--- src/rtl/apu_noise_pkg.sv ---
// Shared definitions for the APU noise channel: register field layout,
// divisor reload decoding and the LFSR freeze threshold.
package apu_noise_pkg;

    localparam int unsigned WDATA_W         = 8;
    localparam int unsigned ENV_VOL_MSB     = 7;
    localparam int unsigned ENV_UP_BIT      = 3;
    localparam int unsigned ENV_PER_W       = 3;
    localparam int unsigned CTRL_TRIG_BIT   = 7;
    localparam int unsigned CTRL_LEN_EN_BIT = 6;
    localparam int unsigned DIV_CODE_W      = 3;
    localparam int unsigned DIV_CNT_W       = 4;

    // Poly register exactly as laid out on the write bus
    typedef struct packed {
        logic [3:0]            shift;
        logic                  short_mode;
        logic [DIV_CODE_W-1:0] div_code;
    } poly_reg_t;

    // Number of tick_div strobes between divisor expiries
    function automatic logic [DIV_CNT_W-1:0] div_reload(input logic [DIV_CODE_W-1:0] code);
        return (code == '0) ? DIV_CNT_W'(1) : {code, 1'b0};
    endfunction

    // Shift values at or above this stop the LFSR
    function automatic int unsigned freeze_shift(input int unsigned shift_w);
        return (32'd1 << shift_w) - 32'd2;
    endfunction

endpackage

--- src/rtl/apu_envelope.sv ---
// Volume envelope: periodic +/-1 volume steps with saturation, reloaded on trigger.
module apu_envelope #(
    parameter int unsigned AMP_W = 4,
    parameter int unsigned PER_W = 3
) (
    input  logic             clk_i,
    input  logic             rst_ni,
    input  logic             load_i,
    input  logic [AMP_W-1:0] load_vol_i,
    input  logic [PER_W-1:0] load_period_i,
    input  logic             tick_i,
    input  logic             up_i,
    input  logic [PER_W-1:0] period_i,
    output logic [AMP_W-1:0] vol_o
);

    logic [AMP_W-1:0] vol_q, vol_d;
    logic [PER_W-1:0] timer_q, timer_d;

    // Timer countdown and saturating volume step; period 0 freezes the envelope
    always_comb begin
        vol_d   = vol_q;
        timer_d = timer_q;
        if (load_i) begin
            vol_d   = load_vol_i;
            timer_d = load_period_i;
        end else if (tick_i && (period_i != '0)) begin
            if (timer_q <= PER_W'(1)) begin
                timer_d = period_i;
                if (up_i) begin
                    if (vol_q != '1) vol_d = vol_q + AMP_W'(1);
                end else if (vol_q != '0) begin
                    vol_d = vol_q - AMP_W'(1);
                end
            end else begin
                timer_d = timer_q - PER_W'(1);
            end
        end
    end

    // Envelope state registers
    always_ff @(posedge clk_i or negedge rst_ni) begin
        if (!rst_ni) begin
            vol_q   <= '0;
            timer_q <= '0;
        end else begin
            vol_q   <= vol_d;
            timer_q <= timer_d;
        end
    end

    assign vol_o = vol_q;

endmodule

--- src/rtl/noise_channel_gen.sv ---
// APU noise channel: prescaled LFSR noise, envelope, length counter, DAC gating.
module noise_channel_gen
    import apu_noise_pkg::*;
#(
    parameter int unsigned LFSR_W  = 15,
    parameter int unsigned SHORT_W = 7,
    parameter int unsigned AMP_W   = 4,
    parameter int unsigned LEN_W   = 6,
    parameter int unsigned SHIFT_W = 4
) (
    input  logic               phi,
    input  logic               napu_reset,
    input  logic               tick_div,
    input  logic               tick_len,
    input  logic               tick_env,
    input  logic               wr_len,
    input  logic               wr_env,
    input  logic               wr_poly,
    input  logic               wr_ctrl,
    input  logic [WDATA_W-1:0] wdata,
    output logic               active,
    output logic               dac_en,
    output logic [AMP_W-1:0]   amp
);

    // Prescaler only needs enough bits for the largest non-frozen shift
    localparam int unsigned PRE_W = (32'd1 << SHIFT_W) - 32'd3;
    localparam logic [SHIFT_W-1:0] FREEZE_SH = SHIFT_W'(freeze_shift(SHIFT_W));

    logic [AMP_W-1:0]     init_vol_q, init_vol_d;
    logic                 env_up_q, env_up_d;
    logic [ENV_PER_W-1:0] env_per_q, env_per_d;
    poly_reg_t            poly_q, poly_d;
    logic                 len_en_q, len_en_d;
    logic [LEN_W-1:0]     len_cnt_q, len_cnt_d;
    logic                 expired_q, expired_d;
    logic [DIV_CNT_W-1:0] div_cnt_q, div_cnt_d;
    logic [PRE_W-1:0]     pre_q, pre_d;
    logic [LFSR_W-1:0]    lfsr_q, lfsr_d;
    logic                 active_q, active_d;
    logic                 dac_en_q, dac_en_d;
    logic [AMP_W-1:0]     amp_q, amp_d;

    logic                 trigger;
    logic                 len_wrap;
    logic [SHIFT_W-1:0]   shift;
    logic [PRE_W-1:0]     pre_mask;
    logic                 lfsr_clk;
    logic [AMP_W-1:0]     vol;

    function automatic logic [LFSR_W-1:0] lfsr_step(input logic [LFSR_W-1:0] cur,
                                                    input logic              short_mode);
        logic              fb;
        logic [LFSR_W-1:0] nxt;
        fb  = ~(cur[0] ^ cur[1]);
        nxt = {fb, cur[LFSR_W-1:1]};
        if (short_mode) nxt[SHORT_W-1] = fb;
        return nxt;
    endfunction

    assign shift    = poly_q.shift[SHIFT_W-1:0];
    assign pre_mask = PRE_W'((32'd1 << shift) - 32'd1);
    assign lfsr_clk = (shift < FREEZE_SH) && ((pre_q & pre_mask) == pre_mask);

    // Register writes; trigger qualifies against the post-write DAC enable
    always_comb begin
        init_vol_d = init_vol_q;
        env_up_d   = env_up_q;
        env_per_d  = env_per_q;
        poly_d     = poly_q;
        len_en_d   = len_en_q;
        if (wr_env) begin
            init_vol_d = wdata[ENV_VOL_MSB -: AMP_W];
            env_up_d   = wdata[ENV_UP_BIT];
            env_per_d  = wdata[ENV_PER_W-1:0];
        end
        if (wr_poly) poly_d = poly_reg_t'(wdata);
        if (wr_ctrl) len_en_d = wdata[CTRL_LEN_EN_BIT];
        dac_en_d = (init_vol_d != '0) || env_up_d;
        trigger  = wr_ctrl && wdata[CTRL_TRIG_BIT] && dac_en_d;
    end

    // Divisor, prescaler and LFSR stepping; a trigger swallows tick_div
    always_comb begin
        div_cnt_d = div_cnt_q;
        pre_d     = pre_q;
        lfsr_d    = lfsr_q;
        if (trigger) begin
            div_cnt_d = div_reload(poly_d.div_code);
            pre_d     = '0;
            lfsr_d    = '0;
        end else if (tick_div) begin
            if (div_cnt_q <= DIV_CNT_W'(1)) begin
                div_cnt_d = div_reload(poly_q.div_code);
                pre_d     = pre_q + PRE_W'(1);
                if (lfsr_clk && active_q) lfsr_d = lfsr_step(lfsr_q, poly_q.short_mode);
            end else begin
                div_cnt_d = div_cnt_q - DIV_CNT_W'(1);
            end
        end
    end

    // Length counter and channel running state
    always_comb begin
        len_cnt_d = len_cnt_q;
        expired_d = expired_q;
        active_d  = active_q;
        len_wrap  = 1'b0;
        if (wr_len) begin
            len_cnt_d = wdata[LEN_W-1:0];
            expired_d = 1'b0;
        end else if (tick_len && len_en_q && !trigger) begin
            len_cnt_d = len_cnt_q + LEN_W'(1);
            if (len_cnt_q == '1) begin
                expired_d = 1'b1;
                len_wrap  = 1'b1;
            end
        end
        if (trigger && expired_d) begin
            len_cnt_d = '0;
            expired_d = 1'b0;
        end
        if (!dac_en_d)    active_d = 1'b0;
        else if (trigger) active_d = 1'b1;
        else if (len_wrap) active_d = 1'b0;
    end

    // Output amplitude from the current state, visible one edge later
    always_comb begin
        amp_d = (active_q && !lfsr_q[0]) ? vol : '0;
    end

    apu_envelope #(
        .AMP_W (AMP_W),
        .PER_W (ENV_PER_W)
    ) u_env (
        .clk_i         (phi),
        .rst_ni        (napu_reset),
        .load_i        (trigger),
        .load_vol_i    (init_vol_d),
        .load_period_i (env_per_d),
        .tick_i        (tick_env && !trigger),
        .up_i          (env_up_q),
        .period_i      (env_per_q),
        .vol_o         (vol)
    );

    // Channel state registers
    always_ff @(posedge phi or negedge napu_reset) begin
        if (!napu_reset) begin
            init_vol_q <= '0;
            env_up_q   <= 1'b0;
            env_per_q  <= '0;
            poly_q     <= '0;
            len_en_q   <= 1'b0;
            len_cnt_q  <= '0;
            expired_q  <= 1'b0;
            div_cnt_q  <= '0;
            pre_q      <= '0;
            lfsr_q     <= '0;
            active_q   <= 1'b0;
            dac_en_q   <= 1'b0;
            amp_q      <= '0;
        end else begin
            init_vol_q <= init_vol_d;
            env_up_q   <= env_up_d;
            env_per_q  <= env_per_d;
            poly_q     <= poly_d;
            len_en_q   <= len_en_d;
            len_cnt_q  <= len_cnt_d;
            expired_q  <= expired_d;
            div_cnt_q  <= div_cnt_d;
            pre_q      <= pre_d;
            lfsr_q     <= lfsr_d;
            active_q   <= active_d;
            dac_en_q   <= dac_en_d;
            amp_q      <= amp_d;
        end
    end

    assign active = active_q;
    assign dac_en = dac_en_q;
    assign amp    = amp_q;

endmodule
--- config.mk ---
export PLATFORM = sky130hd
export DESIGN_NAME = noise_channel_gen
export DESIGN_NICKNAME = d
export VERILOG_FILES = /design/src/rtl/apu_noise_pkg.sv /design/src/rtl/apu_envelope.sv /design/src/rtl/noise_channel_gen.sv
export SDC_FILE = /design/constraint.sdc
export NUM_CORES = 1
export LEC_CHECK = 0
export CAP_MARGIN = 10
export CORE_AREA = 2 2 81 83
export CTS_BUF_LIST = sky130_fd_sc_hd__clkbuf_4
export CTS_CLUSTER_DIAMETER = 150
export CTS_CLUSTER_SIZE = 25
export DETAILED_ROUTE_END_ITERATION = 8
export DIE_AREA = 0 0 83 85
export PLACE_DENSITY = 0.79
export SLEW_MARGIN = 10
export SYNTH_ARGS = -nofsm -noshare
export SYNTH_HDL_FRONTEND = slang
export SYNTH_SLANG_ARGS = --single-unit
--- constraint.sdc ---
create_clock -name phi -period 3.13 [get_ports phi]
set_clock_uncertainty 0.2 [all_clocks]
set_input_delay 0.626 -clock phi [delete_from_list [all_inputs] [get_ports phi]]
set_output_delay 0.626 -clock phi [all_outputs]
set_load 0.02 [all_outputs]
Yosys cells after proc, flatten, opt, wreduce, memory -nomap -nowiden:

Cells that the tools add are included.
W data, S select, Z words.

* multipliers: 0
* equal/unequal tests: 5
* $add $sub $neg: 7
* reductions and logical operators: 28
* divide/modulo/power cells: 0
* multiplexer cells: 40
* $lt $le $gt $ge: 3
* bitwise logic cells: 3
* shift operators: 1

Operator list (count)
* $mux W15: 4
* $mux W4: 13
* $mux W13: 3
* $mux W6: 3
* $mux W3: 5
* $add A13 B1 Y13 const B: 1
* $and A13 B13 Y13: 1
* $eq A13 B13 Y1: 1
* $shl A1 B4 Y13 const A: 1
* $sub A13 B1 Y13 const B: 1
* $mux W1: 12
* $logic_and A1 B1 Y1: 10
* $reduce_bool A2 Y1: 5
* $reduce_bool A3 Y1: 3
* $reduce_bool A4 Y1: 2
* $sub A4 B1 Y4 const B: 2
* $add A6 B1 Y6 const B: 1
* $eq A6 B6 Y1 const B: 1
* $logic_not A3 Y1: 2
* $ne A3 B2 Y1 const B: 2
* $add A4 B1 Y4 const B: 1
* $le A4 B1 Y1 const B: 1
* $lt A4 B4 Y1 const B: 1
* $ne A4 B4 Y1 const B: 1
* 9 further kinds: 10

* word-level logic and storage cells: 104
* output and inout port bits: 6
* bits in latches: 0
* RAM bits: 0
* bits in registers: 69
* ROM bits: 0
* memories: 0
* input bits: 17

Depth between registers and ports, before layout:

* depth after elaboration: 11
* mapped depth: 10
* depth with buffers taken out: 8

Cells and area by module:

From an unflattened synthesis, not the netlist that was laid out.

* cells, all modules: 377
* area, all modules: 3793.6 um^2

By module, submodules not included
* noise_channel_gen: cells an instance 306, instances 1, seq. area each 1551.5 um^2, area an instance 3144.3 um^2
* apu_envelope: cells an instance 71, instances 1, seq. area each 175.2 um^2, area an instance 649.4 um^2

Least setup slack after synthesis:

OpenSTA, ideal clock, no wires.

* path kind: register to register
* start point: register poly_q (netlist bit shift[1])
* end point: register lfsr_q[10]
* stages on the path, launching flop included: 11
* path buffers: 2
* slack: 0.531 ns
* period minus slack after synthesis: 2.599 ns
* arrival: 2.319 ns
* required time: 2.851 ns
* library setup time: 0.079 ns
* path through: dfrtp_1 -> clkbuf_1 -> nor2_1 -> nand2_1 -> ha_1 -> or4bb_1 -> a21oi_1 -> o21bai_1 -> o2111ai_2 -> buf_6 -> mux2i_1

* word-level cells in the longest chain between the ends: 8
* elaborated cells between the ends (all ways): 9
* classes of those cells: 1 x add/sub; 1 x order compare; 1 x eq/ne; 1 x shift; 1 x bitwise; 4 x reduce/logical

RTL lines
* start: declaration: line noise_channel_gen.sv:33 `poly_reg_t poly_q, poly_d;`
* start signal: assignment: line noise_channel_gen.sv:168 `poly_q <= poly_d;`
* $shl A1 B4 Y13: line noise_channel_gen.sv:62 `assign pre_mask = PRE_W'((32'd1 << shift) - 32'd1);`
* $sub A13 B1 Y13: line noise_channel_gen.sv:62
* $and A13 B13 Y13: line noise_channel_gen.sv:63 `assign lfsr_clk = (shift < FREEZE_SH) && ((pre_q & pre_mask) == pre_mask);`
* $eq A13 B13 Y1: line noise_channel_gen.sv:63
* $logic_and A1 B1 Y1 (*): line noise_channel_gen.sv:63
* $logic_and A1 B1 Y1 (*): line noise_channel_gen.sv:96 `if (lfsr_clk && active_q) lfsr_d = lfsr_step(lfsr_q, poly_q.short_mode);`
* $reduce_bool A2 Y1 (no line) (*)
* $reduce_and A3 Y1 (no line) (*)
* end signal: assignment: line noise_channel_gen.sv:174 `lfsr_q <= lfsr_d;`
* end: declaration: line noise_channel_gen.sv:39 `logic [LFSR_W-1:0] lfsr_q, lfsr_d;`

Every way passes the cells marked *; elsewhere a longest branch is shown, timed or not.
A chain may end at the register's enable or synchronous reset.

Worst setup path after layout:

* start point: register poly_q (netlist bit shift[1])
* end point: register lfsr_q[9]

Same word-level chain as after synthesis.

==> impl_metrics.env <==
export IMPL_clock_latency_ps=420
export IMPL_post_place_ws_ps=132
export IMPL_power_density_nw_per_um2=616
export IMPL_grt_pass1_vias=2782
export IMPL_cts_root_buf="clkbuf_4"
export IMPL_start_kind="flip-flop"
export IMPL_ys_seq_elements=69
export IMPL_worst_slack_ps=304
export IMPL_status="finished, final reports clean"
export IMPL_worst_ep_arrival_time_ps=2970
export IMPL_numCtsBuffers=9
export IMPL_dpl_hpwl_um=5140
export IMPL_ys_warn_count=0
export IMPL_path_class="flip-flop to flip-flop"
export IMPL_final_common_cell="dfrtp_1"
export IMPL_peakVddDrop_v=0.000511
export IMPL_synth_cell_types=56
export IMPL_yosysSeqAreaShare=0.475
export IMPL_critPathLaunch="shift[1]$_DFFE_PN0P_"
export IMPL_rows=29
export IMPL_area_growth_pct=14.8
export IMPL_ys_flop_type="dfrtp_1"
export IMPL_grt_first_pass_wirelength_um=12900
export IMPL_core_area_sq_um=6200
export IMPL_finalCritPeriodShare=0.903
export IMPL_io_pins=23
export IMPL_nNetsFinal=415
export IMPL_drtPass1Iterations=4
export IMPL_via_count=2737
export IMPL_grt_max_degree=45
export IMPL_p_leak_uw=0.00190
export IMPL_max_clock_path_buffers=2
export IMPL_cts_tree="yes"
export IMPL_initial_utilization=0.586
export IMPL_fin_tns_setup_ps=0
export IMPL_syn_cell_area_sq_um=3640
export IMPL_wl_per_cell_um=15.4
export IMPL_hp_class="flip-flop to flip-flop"
export IMPL_final_cell_mix="dfrtp_1, nand2_1, nor2_1"
export IMPL_final_setup_viol_count=0
export IMPL_worstPathMaxFanout=15
export IMPL_post_cts_resized=0
export IMPL_place_congestion=0.839
export IMPL_grt_total_usage=0.225
export IMPL_power_total_uw=2570
export IMPL_die_h_um=85
export IMPL_antenna_found_initial=0
export IMPL_postSynthAreaPerCell_sq_um=10.2
export IMPL_max_slew_margin=0.579
export IMPL_slew_viol_final=0
export IMPL_hold_viol_final=0
export IMPL_r2r_start="shift[1]$_DFFE_PN0P_"
export IMPL_rsz0062_at_grt="no"
export IMPL_htree_levels=3
export IMPL_die_w_um=83
export IMPL_drv_cap=0
export IMPL_drtAntennaViolNets=0
export IMPL_clk_pin_slew_ps=120
export IMPL_io_buffers=22
export IMPL_via_per_inst=5.82
export IMPL_wirelength_um=7240
export IMPL_syn_inst=358
export IMPL_required_ps=3270
export IMPL_synth_nets=385
export IMPL_hold_start="lfsr_q[4]$_DFFE_PN0P_"
export IMPL_fin_crit_ps=2830
export IMPL_drc=0
export IMPL_fmax_mhz=354
export IMPL_clock_sinks=69
export IMPL_grt_ovfl_total=0
export IMPL_drt_initial_drc_count=164
export IMPL_diodes=0
export IMPL_end_kind="flip-flop"
export IMPL_worst_pin_slew_ps=631
export IMPL_async_flop_share=1.00
export IMPL_drive_gt1_frac=0.132
export IMPL_die_area_sq_um=7060
export IMPL_synth_edf_count=0
[synth_stat cells, types with 4 or more instances]
| cell type | instances | area (sq um) |
|---|---|---|
| o22ai_1 | 4 | 25.0 |
| nand3b_1 | 4 | 30.0 |
| xor2_1 | 7 | 61.3 |
| nand3_1 | 8 | 40.0 |
| or3_1 | 4 | 25.0 |
| nand2_1 | 41 | 154 |
| nor3_1 | 5 | 25.0 |
| dfrtp_1 | 69 | 1730 |
| and2_1 | 4 | 25.0 |
| xnor2_1 | 11 | 96.3 |
| nor2_1 | 30 | 113 |
| a31oi_1 | 9 | 56.3 |
| mux2_2 | 13 | 146 |
| inv_1 | 15 | 56.3 |
| a21oi_1 | 12 | 60.1 |
| ha_1 | 9 | 113 |
| mux2i_1 | 24 | 240 |
| nand4_1 | 5 | 31.3 |
| o21ai_0 | 17 | 85.1 |
| clkbuf_1 | 9 | 33.8 |
[cell families (layout without fill, tap and decap cells)]
| logic type | Yosys count | in the layout | share of synthesized area |
|---|---|---|---|
| and+or+nand+nor | 125 | 125 | 0.174 |
| AOI/OAI and AO/OA | 70 | 70 | 0.130 |
| DFF | 69 | 69 | 0.475 |
| muxes | 37 | 37 | 0.106 |
| buffers and inverters | 29 | 64 | 0.0351 |
| xor gates and xnor gates | 18 | 18 | 0.0434 |
| adders and majority gates | 10 | 10 | 0.0365 |
[critical path, stage by stage, from the launching register on]
cell and delay, ps:
dfrtp_1 540, nor2_1 260, nand2_1 90, ha_1 290
or4bb_1 520, a21oi_1 150, o21bai_1 90, o2111ai_2 90
buf_4 290, mux2i_1 230
[where the power goes]
| group | switching [uW] | leakage, uW | internal, uW |
|---|---|---|---|
| registers | 143 | 0.000869 | 1020 |
| clock network | 339 | 0.000101 | 410 |
| logic | 335 | 0.000927 | 329 |
[metal layers]
layer,global-route usage,up-vias,part of all wire
met4,0.0999,0,0.016
met2,0.362,51,0.47
met3,0.0409,10,0.036
li1,-,1337,-
met1,0.301,1339,0.48
met5,0,-,0
[area by class of cell]
type / count / area [sq um]
Clock buffer: 9 / 67.6
Inverter: 15 / 56.3
Sequential cell: 69 / 1730
Fill cell: 468 / 2030
Multi-Input combinational cell: 260 / 1780
Tap cell: 77 / 96.3
Timing Repair Buffer: 33 / 325
Clock inverter: 7 / 121
[path summary, 6_finish.rpt]
kind                                          to  slack [ps]  cells past startpoint
setup / recovery           lfsr_q[9]$_DFFE_PN0P_         300                      9
max in group asynchronous   pre_q[9]$_DFFE_PN0P_        1560                      3
hold reg to reg            lfsr_q[3]$_DFFE_PN0P_         340                      2
min in group asynchronous       amp[0]$_DFF_PN0_         530                      2
setup reg to reg           lfsr_q[9]$_DFFE_PN0P_         300                      9
hold / removal             lfsr_q[3]$_DFFE_PN0P_         340                      2
[flip-flops by register name, summed over array words and instances (netlist names)]
register and cells:
active 1, amp 4, dac_en 1, div_cnt_q 4, env_per_q 3, env_up_q 1, expired_q 1, init_vol_q 4
len_cnt_q 6, len_en_q 1, lfsr_q 15, poly_q 4, pre_q 13, shift 4, u_env.timer_q 3, u_env.vol_o 4
[timing repair]
action / CTS / global route
hold buffers: 1 / 0
endpoints found under the hold margin: 17 / 0
setup buffers: 0 / 0
endpoints found under the setup margin: 0 / 0
[through the flow]
| stage | std cells | cell area (sq um) | util | hold slack, ps |
|---|---|---|---|---|
| detailed placement | 453 | 3980 | 0.641 | 323 |
| floorplan | 358 | 3640 | - | 130 |
| CTS | 470 | 4180 | 0.673 | 343 |
| finish | 470 | 4180 | 0.673 | 337 |
| global route | 470 | 4180 | 0.673 | 366 |
| global placement | 453 | 3980 | 0.641 | 311 |
(Power assumes the default switching activity.)
==> RTL change 1 (same flow settings) <==
Remove the register `dac_en_q`: a continuous assignment takes its place, so the output `dac_en` follows one clock earlier.
--- a/src/rtl/noise_channel_gen.sv
+++ b/src/rtl/noise_channel_gen.sv
@@ -159,7 +159,6 @@
             pre_q      <= '0;
             lfsr_q     <= '0;
             active_q   <= 1'b0;
-            dac_en_q   <= 1'b0;
             amp_q      <= '0;
         end else begin
             init_vol_q <= init_vol_d;
@@ -173,10 +172,11 @@
             pre_q      <= pre_d;
             lfsr_q     <= lfsr_d;
             active_q   <= active_d;
-            dac_en_q   <= dac_en_d;
             amp_q      <= amp_d;
         end
     end
+
+    assign dac_en_q = dac_en_d;
 
     assign active = active_q;
     assign dac_en = dac_en_q;
Formal check against the unedited RTL: not equivalent (Yosys sat finds a counterexample within 4 cycles, from zero or initial values and one cycle with napu_reset low).
==> RTL change 1 against the original RTL <==
The flow now finishes with violations (hold timing); worst hold slack lost 0.34 ns; routed wire length up 2.3%; worst setup slack lost 0.22 ns; power shrank 7.4%; final area decreased by 0.99%; utilization decreased by 0.67 points; sequential cell count shrank 1; synthesized area is 0.69% lower.
==> RTL change 1: results (changes against the original RTL) <==
metric,value,unit,change
status,finished with violations,,
failing checks,hold timing,,
"Arr. time, crit path",2.22,ns,-0.75 ns
top post-synthesis cells by area,"dfrtp_1 47%, mux2i_1 6.7%, nand2_1 4.3%, mux2_2 4.1%, ha_1 3.1%",,
number of global-route vias before repair,2747,,-1.3%
M3 GR Usage,0.0661,,+0.0253
layout cells sized above 1,0.148,,+0.0156
pwr/cell area,576,nW/um^2,-6.5%
DR vias/cell,5.89,,+1.1%
Rel. slew slack,0.595,,+0.0154
nets@finish,422,,+1.7%
Hold WC Path Type,in2async,,
worst vdd ir,0.469,mV,-8.1%
CP max FO,2,,-13
syn nets,384,,-0.26%
post-CTS resize count,1,,+1
Placed Cells incl. Taps,461,,+1.8%
gpl congestion,0.923,,+9.9%
Fin Hold WS,-0.00232,ns,-0.340 ns
wl on met1,3.49,mm,+1.0%
leak pwr,1.90,nW,about the same
met2 Resource Use GR,0.372,,+0.00953
reg2reg setup slack,0.36,ns,+0.06 ns
Worst Setup EP,dac_en,,
Synth Area in XOR/XNOR,0.0437,,+0.000300
cell count after synthesis,357,,-0.28%
leading cell types by count after synthesis,"68 x dfrtp_1, 41 x nand2_1, 30 x nor2_1",,
Fillers,474,,+1.3%
wire per inst,15.6,microns,+1.0%
Final Hold Viols,3,,+3
WL final,7.40,mm,+2.3%
crit path launch,wdata[7],,
Total GRT Usage,0.229,,+0.00450
dpl hpwl,5.24,mm,+1.9%
hold buffer count at CTS,0,,-1
Adder-Cell Fraction of Synth Area,0.0367,,+0.000253
==> RTL change 1: cell count changes after synthesis, sizes merged <==
cell / change
dfrtp: -1
==> RTL change 1: critical path, cell delays in order <==
cell and delay [ns]:
clkdlybuf4s50_1 0.41, or4b_1 0.54, o22ai_2 0.18, nand2_1 0.12, dlygate4sd2_1 0.34
==> RTL change 1: where the power goes <==
group	leakage, nW	switching [mW]	internal [mW]
registers	0.860	0.138	1.00
clock network	0.0748	0.295	0.263
logic	0.961	0.345	0.337
total	1.90	0.778	1.60
==> RTL change 1: cell families after synthesis <==
kind of cell / count (synthesis)
xor gates and xnor gates: 18
adders and majority gates: 10
AOI/OAI and AO/OA: 70
DFF: 68
buffers and inverters: 29
and+or+nand+nor: 125
muxes: 37
==> RTL change 1: cell type report <==
type | count | share of cell area
multi-input combinational | 260 | 0.431
inverter | 15 | 0.0136
tap | 77 | 0.0233
sequential | 68 | 0.412
clock inverter | 3 | 0.00938
timing repair buffer | 41 | 0.0893
clock buffer | 12 | 0.0218
==> RTL change 2 (same settings) <==
Made on the original files. Change the parameter `SHIFT_W` from 4 to 2.
--- a/src/rtl/noise_channel_gen.sv
+++ b/src/rtl/noise_channel_gen.sv
@@ -6,7 +6,7 @@
     parameter int unsigned SHORT_W = 7,
     parameter int unsigned AMP_W   = 4,
     parameter int unsigned LEN_W   = 6,
-    parameter int unsigned SHIFT_W = 4
+    parameter int unsigned SHIFT_W = 2
 ) (
     input  logic               phi,
     input  logic               napu_reset,
Behaviour: not the same (a bounded check fails within 10 cycles, from zero or initial values and one cycle with napu_reset low).
==> RTL change 2 against the original RTL <==
Final area decreased by 25%; register-to-register slack improved by 0.66 ns; via count down 31%; routed wire length is 27% lower; power shrank 28%; worst setup slack gained 0.56 ns; cell count decreased by 24%; combinational power down 8.6%; sequential cell count down 14; die area unchanged; critical path depth decreased by 8; synthesized area decreased by 24%; largest cell class is now sequential cells.
==> RTL change 2: results (changes against the original RTL) <==
metric,value,unit,change
Sw Share,0.346,,+0.0283
Placed Cells incl. Taps,348,,-23%
crit path launch,active,,
wl on met1,2.46,mm,-29%
DR vias/cell,5.29,,-9.1%
Final Non-Filler Cells,356,,-24%
1st-iter DRT viols,93,,-43%
first-pass GRT wire length,8.98,mm,-30%
"Reg clk slew, reported paths",0.15,ns,+0.03 ns
post-synthesis sequential area ratio,0.497,,+0.0220
layout cells sized above 1,0.129,,-0.00328
WL final,5.27,mm,-27%
total CTS buffers,5,,-4
H-tree Lvls,2,,-1
pwr/cell area,596,nW/um^2,-3.3%
met2 Resource Use GR,0.258,,-0.104
M1 GR Usage,0.209,,-0.0913
status,"finished, final reports clean",,
post-place setup slack,0.488,ns,+0.356 ns
gpl congestion,0.812,,-3.3%
synthesized area per cell,10.9,sq um,+7.4%
Total GRT Usage,0.158,,-0.0673
number of global-route vias before repair,1908,,-31%
CP max FO,4,,-11
M3 GR Usage,0.0272,,-0.0136
Slew @ Worst Pin,0.684,ns,+0.0533 ns
Fillers,535,,+14%
worst vdd ir,0.321,mV,-37%
clk_lat worst skew,0.38,ns,-0.04 ns
nets@finish,303,,-27%
area post-placement,3060,sq um,-23%
leading cell types by count after synthesis,"55 x dfrtp_1, 29 x nor2_1, 23 x nand2_1",,
Hold WC Path Type,in2async,,
clock power share,0.160,,-0.131
total length of routed met3 wires,108,microns,-58%
RTL change 2: path summary, 6_finish.rpt:
kind | endpoint | slack, ns | cells past startpoint
max | active | 0.86 | 1
min | init_vol_q[1] | 0.16 | 2
max reg2reg | u_env.vol_o[3] | 0.96 | 7
min reg2reg | poly_q[5] | 0.32 | 1
max in group asynchronous | div_cnt_q[3] | 2.13 | 2
min in group phi | poly_q[5] | 0.32 | 1
RTL change 2: layout make-up:
cell class                      count  share of cell area
Clock buffer                        5              0.0121
Clock inverter                      3             0.00482
Multi-Input combinational cell    181               0.420
Sequential cell                    55               0.442
Timing Repair Buffer               26              0.0788
Tap cell                           77              0.0309
Inverter                            9              0.0109
RTL change 2: logic make-up (layout without fill, tap and decap cells):
kind of cell    count (synthesis)  count (layout)  share of synthesized area
compound gates                 44              44                      0.111
xor+xnor                       11              11                     0.0348
fa+ha+maj                       8               8                     0.0388
buf+inv                        18              43                     0.0307
flops                          55              55                      0.497
mux                            33              33                      0.125
simple gates                   85              85                      0.163
